File: src/rtl/pe_conv_sched_pkg.sv
// pe_conv_sched_pkg: shared scheduler state encoding and parameter defaults
package pe_conv_sched_pkg;
   typedef enum logic [1:0] {IDLE, RUN, DRAIN, DONE} state_t;
   localparam int K_DEF = 5;
   localparam int PE_LAT_DEF = 2;
endpackage

File: src/rtl/pe_conv_sched_pipe.sv
// pe_lat_pipe: LAT-deep shift line carrying window valid and its output address
module pe_lat_pipe #(
   parameter int LAT = 2,
   parameter int AW  = 10
) (
   input  logic          clk,
   input  logic          rst,
   input  logic          v_in,
   input  logic [AW-1:0] a_in,
   output logic          v_out,
   output logic [AW-1:0] a_out
);
   logic [LAT-1:0] v;
   logic [AW-1:0]  a [LAT];
   always_ff @(posedge clk or posedge rst)
      if (rst) begin
         v <= '0;
         for (int i = 0; i < LAT; i++) a[i] <= '0;
      end else begin
         v[0] <= v_in;
         a[0] <= a_in;
         for (int i = 1; i < LAT; i++) begin
            v[i] <= v[i-1];
            a[i] <= a[i-1];
         end
      end
   assign v_out = v[LAT-1];
   assign a_out = a[LAT-1];
endmodule

File: src/rtl/pe_conv_sched.sv
// pe_conv_sched: walks a KxK window row-major over a square map and schedules PE result writes
module pe_conv_sched import pe_conv_sched_pkg::*; #(
   parameter int K      = K_DEF,
   parameter int PE_LAT = PE_LAT_DEF,
   parameter int DIM_W  = 6,
   parameter int ADDR_W = 10
) (
   input  logic              clk,
   input  logic              rst,
   input  logic              start,
   input  logic [DIM_W-1:0]  cfg_in_dim,
   input  logic              cfg_relu,
   input  logic              cfg_quan,
   input  logic [31:0]       pe_out,
   output logic              win_valid,
   output logic [DIM_W-1:0]  win_row,
   output logic [DIM_W-1:0]  win_col,
   output logic              pe_relu_en,
   output logic              pe_quan_en,
   output logic              wr_en,
   output logic [ADDR_W-1:0] wr_addr,
   output logic [31:0]       wr_data,
   output logic              busy,
   output logic              done,
   output logic              cfg_err
);
   localparam int CW = PE_LAT > 1 ? $clog2(PE_LAT) : 1;
   localparam logic [DIM_W-1:0] K_W = DIM_W'(K);
   localparam logic [DIM_W-1:0] ONE = DIM_W'(1);
   state_t state, state_d;
   logic [DIM_W-1:0]  row, col, out_dim;
   logic [ADDR_W-1:0] addr;
   logic [CW-1:0]     cnt;
   logic              relu_q, quan_q, err_q, done_q;
   logic              accept, reject, col_end, last, drain_end;
   assign accept    = state == IDLE && start && cfg_in_dim >= K_W;
   assign reject    = state == IDLE && start && cfg_in_dim < K_W;
   assign col_end   = col == out_dim - ONE;
   assign last      = col_end && row == out_dim - ONE;
   assign drain_end = cnt == CW'(PE_LAT - 1);
   always_comb begin
      state_d = state == IDLE  ? (accept ? RUN : IDLE) :
                state == RUN   ? (last ? DRAIN : RUN) :
                state == DRAIN ? (drain_end ? DONE : DRAIN) : IDLE;
   end
   // Window counters return to zero on the last window so every map starts at (0,0)
   always_ff @(posedge clk or posedge rst)
      if (rst) begin
         state   <= IDLE;
         row     <= '0;
         col     <= '0;
         out_dim <= '0;
         addr    <= '0;
         cnt     <= '0;
         relu_q  <= 1'b0;
         quan_q  <= 1'b0;
         err_q   <= 1'b0;
         done_q  <= 1'b0;
      end else begin
         state  <= state_d;
         err_q  <= reject;
         done_q <= reject || state == DONE;
         cnt    <= state == DRAIN ? cnt + CW'(1) : '0;
         if (accept) begin
            out_dim <= cfg_in_dim - K_W + ONE;
            relu_q  <= cfg_relu;
            quan_q  <= cfg_quan;
         end
         if (state == RUN) begin
            col  <= col_end ? '0 : col + ONE;
            row  <= last ? '0 : col_end ? row + ONE : row;
            addr <= last ? '0 : addr + ADDR_W'(1);
         end
      end
   assign win_valid  = state == RUN;
   assign win_row    = row;
   assign win_col    = col;
   assign busy       = state == RUN || state == DRAIN;
   assign pe_relu_en = busy && relu_q;
   assign pe_quan_en = busy && quan_q;
   assign done       = done_q;
   assign cfg_err    = err_q;
   assign wr_data    = pe_out;
   pe_lat_pipe #(.LAT(PE_LAT), .AW(ADDR_W)) u_pipe (
      .clk   (clk),
      .rst   (rst),
      .v_in  (win_valid),
      .a_in  (addr),
      .v_out (wr_en),
      .a_out (wr_addr)
   );
endmodule

File: config.mk
export PLATFORM = sky130hd
export DESIGN_NAME = pe_conv_sched
export DESIGN_NICKNAME = d
export VERILOG_FILES = /design/src/rtl/pe_conv_sched_pkg.sv /design/src/rtl/pe_conv_sched_pipe.sv /design/src/rtl/pe_conv_sched.sv
export SDC_FILE = /design/constraint.sdc
export NUM_CORES = 1
export LEC_CHECK = 0
export BUFFER_PORTS_ARGS = -buffer_cell sky130_fd_sc_hd__buf_2
export CAP_MARGIN = 25
export CORE_MARGIN = 8
export CORE_UTILIZATION = 45
export CTS_CLUSTER_SIZE = 25
export DETAILED_ROUTE_END_ITERATION = 6
export GPL_TIMING_DRIVEN = 0
export PLACE_DENSITY = 0.83
export SETUP_SLACK_MARGIN = 0.1
export SLEW_MARGIN = 10
export SYNTH_ARGS = -nofsm -noshare
export SYNTH_HDL_FRONTEND = slang
export SYNTH_SLANG_ARGS = --single-unit
File: constraint.sdc
create_clock -name clk -period 2.6 [get_ports clk]
set_input_delay 0.39 -clock clk [delete_from_list [all_inputs] [get_ports clk]]
set_output_delay 0.39 -clock clk [all_outputs]
set_load 0.01 [all_outputs]
# After elaboration in Yosys (flattened, before gate mapping)
# Index checks and enable logic that the tools add are counted.
# classes
addsub	7
n_mux	11
shifts	0
eq_ne	5
n_reduce_logical	11
bitwise	0
n_mul	0
n_lt_le_gt_ge	2
div	0
# ops
cell	count
$add 6x1->6 const B	3
$mux 6	3
$eq 6x6->1	2
$add 10x1->10 const B	1
$mux 10	1
$mux 2	4
$ge 6x3->1 const B	1
$logic_and 1x1->1	6
$lt 6x3->1 const B	1
$sub 6x1->6 const B	1
$sub 6x3->6 const B	1
$eq 2x2->1 const B	2
$mux 1	3
$eq 2x1->1 const B	1
$logic_not 2->1	1
$logic_or 1x1->1	2
$reduce_and 2->1	1
$reduce_bool 2->1	1
$add 1x1->1 const B	1
# word_totals
ramBits	0
input_bits	43
mem_count	0
latch_bits	0
reg_bits	57
rom_bits	0

# Depth between registers and ports, before layout
# depth
word_depth	6
depth_mapped	10

# By module
# From an unflattened synthesis, not the netlist that was laid out.
# unflattened
hier_cells	290
area_unflattened_um2	2996.6
# modules_own_cells
module	seq_area_each_um2	cells_per_inst	instances	area_per_inst_um2
pe_conv_sched	875.8	257	1	2367.3
pe_lat_pipe	550.5	33	1	629.4

# Least setup slack after synthesis
# OpenSTA, ideal clock, no wires.
# synth_timing
path_type	reg2reg
from	register out_dim[0]
to	register row[4] (netlist: win_row[4])
path_buffers	2
path_stages_with_launch	11
period_less_slack_ps	2551
slack_ps	49
t_arrival_ps	2482
path_cell_list	dfrtp_1 -> inv_1 -> ha_1 -> clkbuf_1 -> xor2_1 -> and3_1 -> a211oi_1 -> or4b_1 -> buf_2 -> or4b_1 -> nand3_1
# synth_between
elab_chain_len	5
word_cells_on_any_way	7
cone_classes	add/sub (1); eq/ne (2); mux (1); reduce/logical (3)
# synth_lines
item	line	source
start: declaration	pe_conv_sched.sv:31	logic [DIM_W-1:0] row, col, out_dim;
start signal: assignment	pe_conv_sched.sv:65	out_dim <= cfg_in_dim - K_W + ONE;
$sub 6x1->6 (*)	pe_conv_sched.sv:38, pe_conv_sched.sv:39	
$eq 6x6->1, on equally long branches	pe_conv_sched.sv:38, pe_conv_sched.sv:39	
$logic_and 1x1->1	pe_conv_sched.sv:39	assign last = col_end && row == out_dim - ONE;
$reduce_bool 2->1 (no line)	-	
$reduce_and 2->1 (no line)	-	
end signal: assignment	pe_conv_sched.sv:71	row <= last ? '0 : col_end ? row + ONE : row;
end: declaration	pe_conv_sched.sv:31	
# Every way passes the cells marked *; elsewhere a longest branch is shown, timed or not.
# A chain may end at the register's enable or synchronous reset.

# Worst setup path in the final report
# Same ends and word-level chain as after synthesis.

==> results.yml <==
outcome:
  outcome: "complete, no violations"
route:
  drt_iter0_drc: 76
  ant_nets: 0
  wl_met2_um: 2982
  highest_layer: "met4"
  route.met3.wl_um: 720
  drt_pre_antenna_iters: 4
  post_drt_wl_per_cell_um: 14.28
  viasPerCell: 4.927
  num_vias: 2242
  drc: 0
  wl_met1_um: 2665
  wl_um: 6499
floorplanning:
  core_area_mm2: 0.006350
  io_pins: 104
  dieArea_mm2: 0.009390
  start_util_pct: 46.38
  die_h_um: 96.90
  rows: 29
  die_w_um: 96.90
placed_design:
  io_buffers: 71
  dpl.hpwl_um: 4833
  gp_congestion: 0.8400
  placed_cells: 428
logic_synthesis:
  synth_nets: 332
  synth_edf_count: 0
  yosys_warnings: 0
  synthCells: 279
  netlist_area_mm2: 0.002945
  avgSynthCellArea_um2: 10.56
  ys_seq_area_share_pct: 48.43
  synth_cell_type_count: 44
  synth_async_sr_flop_share_pct: 100.0
  ys_ff_latch: 57
  ys.flop_type: "dfrtp_1"
global_routing:
  grt_pass1_wl_um: 10540
  grt_max_degree: 36
  gr-usage-all-layers_pct: 13.55
  antenna_found_initial: 0
  grt_pass1_vias: 2278
  grt-ovfl-total: 0
setup_path:
  crit_path_start_kind: "register"
  critPathMaxStageDelay_ns: 0.55
  path_depth: 8
  reg2reg_depth: 8
  end_kind: "register"
  crit_path_start: "out_dim[0]"
  rr_startpoint: "out_dim[0]"
  cp_top_family: "simple AND/OR/NAND/NOR gates"
  cp-endpoint: "win_row[4]"
  r2r_end: "win_row[4]"
  critPathRequiredTime_ns: 2.88
  rrSetupSlack_ns: 0.04
  critPathMaxFanout: 6
  slowest_stage: "or4b_4"
  arrival_ns: 2.84
  critPathKind: "reg2reg"
  worst-path-buf-inv: 2
  crit_chain: "buf_6 -> nor3_4 -> nor3b_4 -> xnor3_1 -> or4b_4 -> buf_8 -> or4b_1 -> nand3_1"
power_and_ir_drop:
  power_switching_mw: 0.4336
  internal_power_mw: 1.494
  netSwitchingFraction_pct: 22.50
  ir_drop_v: 0.0004901
  comb_power_share_pct: 5.8
  clkPwrFrac_pct: 48.2
  p_per_area_mw_per_mm2: 502.9
  power.share.sequential_pct: 46.0
  total_leakage_power_nw: 1.903
sta:
  slew_headroom_pct: 65.63
  hold_ws_ns: 0.05739
  fmax_ghz: 0.3910
  period_minus_slack_ns: 2.557
  fin_setup_tns_ns: 0
  setup_viol: 0
  finalHoldViolCount: 0
  drv_slew: 0
  finalCritPeriodShare_pct: 98.36
  clock_skew_ns: 0.004754
  worst_pin_slew_ns: 0.5128
  rsz0062_at_grt: "yes"
clock_network:
  clkLatencyLatePin_ns: 0.34
  clkTransAtPathRegs_ns: 0.07
  cts_made_buffers: 9
  cts_root_buffer: "clkbuf_8"
  cts_tree: "yes"
  cts_buffer_depth: 2
  cts_hold_buffers: 0
  cts_max_level: 3
  clock-sinks: 57
finish:
  nets: 426
  finalNonFillerCells: 455
  drive_gt1_share_pct: 44.97
  num_antenna_cells: 0
  post-route-util_pct: 60.35
  final_cell_mix: "71 x buf_2, 56 x dfrtp_1, 53 x buf_4"
  mostFrequentLayoutCell: "buf_2"
  syn2layout_area_growth_pct: 30.12
worst_hold_path:
  hold_class: "in2async"
run:
  maxCapViolCount: 0
-- power by group through the flow --
| stage | Clock (mW) | Combinational, mW | Sequential (mW) |
|---|---|---|---|
| floorplan | 0 | 0.0698 | 0.903 |
| global placement | 0 | 0.108 | 0.903 |
| detailed placement | 0 | 0.115 | 0.903 |
| CTS | 0.952 | 0.115 | 0.886 |
| global route | 0.987 | 0.124 | 0.886 |
| finish | 0.929 | 0.112 | 0.887 |
-- cell families (layout without fill, tap and decap cells) --
family,Yosys count,count (layout),synth area share [%]
AO/OA/AOI/OAI,35,35,7.604
multiplexers,4,4,1.529
XOR/XNOR,23,23,8.241
flip-flops,57,57,48.43
AND/OR/NAND/NOR,81,81,15.25
adder cells (fa/ha/maj),10,10,4.248
buffers and inverters,69,168,14.70
-- metrics by stage --
stage                     total power, mW  setup WS, ns  area (µm²)
final                               1.927       0.04262        3832
after global placement              1.012      -0.03029        3398
after floorplan                    0.9731        0.1138        2947
after detailed placement            1.018      -0.08943        3418
after CTS                           1.954       0.06365        3745
after global routing                1.997      -0.03175        3832
-- Yosys cell counts (all sizes together) (2+ instances only) --
cell type  count  area share, %
a22o           3           0.89
nand2         15            1.9
or3b           2           0.59
xor2          13            3.9
o21bai         2           0.51
nor3           8            1.7
xnor2          7            2.1
or2            2           0.42
clkbuf         8            1.1
nand2b         2           0.42
and3           4           0.85
a211oi         2           0.51
dfrtp         57             48
or4b           2           0.68
xnor3          3            2.3
a21oi          9            1.5
and2           2           0.42
nand4          7            1.5
buf           47             12
o21ai          7            1.2
mux2           4            1.5
a31oi          2           0.42
ha            10            4.2
inv           14            1.8
o22ai          4           0.85
nand3          8            1.4
nand3b         2           0.51
nor2b          5            1.1
a21o           3           0.76
nor3b          2           0.68
nor2          17            2.3
-- area by class of cell --
class	instances	area (µm²)
Sequential cell	57	1428
Fill cell	507	2517
Inverter	14	52.55
Clock inverter	7	102.6
Timing Repair Buffer	83	469.2
Multi-Input combinational cell	153	1147
Buffer	55	412.9
Tap cell	77	96.34
Clock buffer	9	123.9
-- layer usage --
metal  global-route usage, %  vias up
met3                   7.041       13
li1                        -     1081
met2                   20.63      102
met1                   15.00     1046
met4                   7.337        0
met5                       0        -
-- how the worst min path moves through the flow --
stage	from	to	cells past startpoint
2_1_floorplan	u_pipe.a[10]	u_pipe.a_out[0]	0
3_3_place_gp	u_pipe.a[13]	u_pipe.a_out[3]	0
3_5_place_dp	u_pipe.a[19]	u_pipe.a_out[9]	0
4_1_cts	rst	u_pipe.a_out[4]	2
5_1_grt	rst	u_pipe.a_out[4]	2
6_report	rst	addr[5]	2
-- what timing repair did --
item | 4_1_cts | 5_1_grt
endpoints found under the setup margin | 18 | 12
setup buffers | 8 | 3
pin swaps | 2 | 21
hold endpoints to repair | 0 | 0
gates resized for setup | 13 | 16
gates cloned | 0 | 0
-- sequential cells by signal, indices dropped and copies added, names as in the netlist --
| signal | cells |
|---|---|
| u_pipe.v | 2 |
| cfg_err | 1 |
| win_row | 6 |
| out_dim | 6 |
| done | 1 |
| addr | 10 |
| u_pipe.a | 10 |
| cnt | 1 |
| u_pipe.a_out | 10 |
| win_col | 6 |
| relu_q | 1 |
| state | 2 |
| quan_q | 1 |
Power figures use the tool's default switching activity.
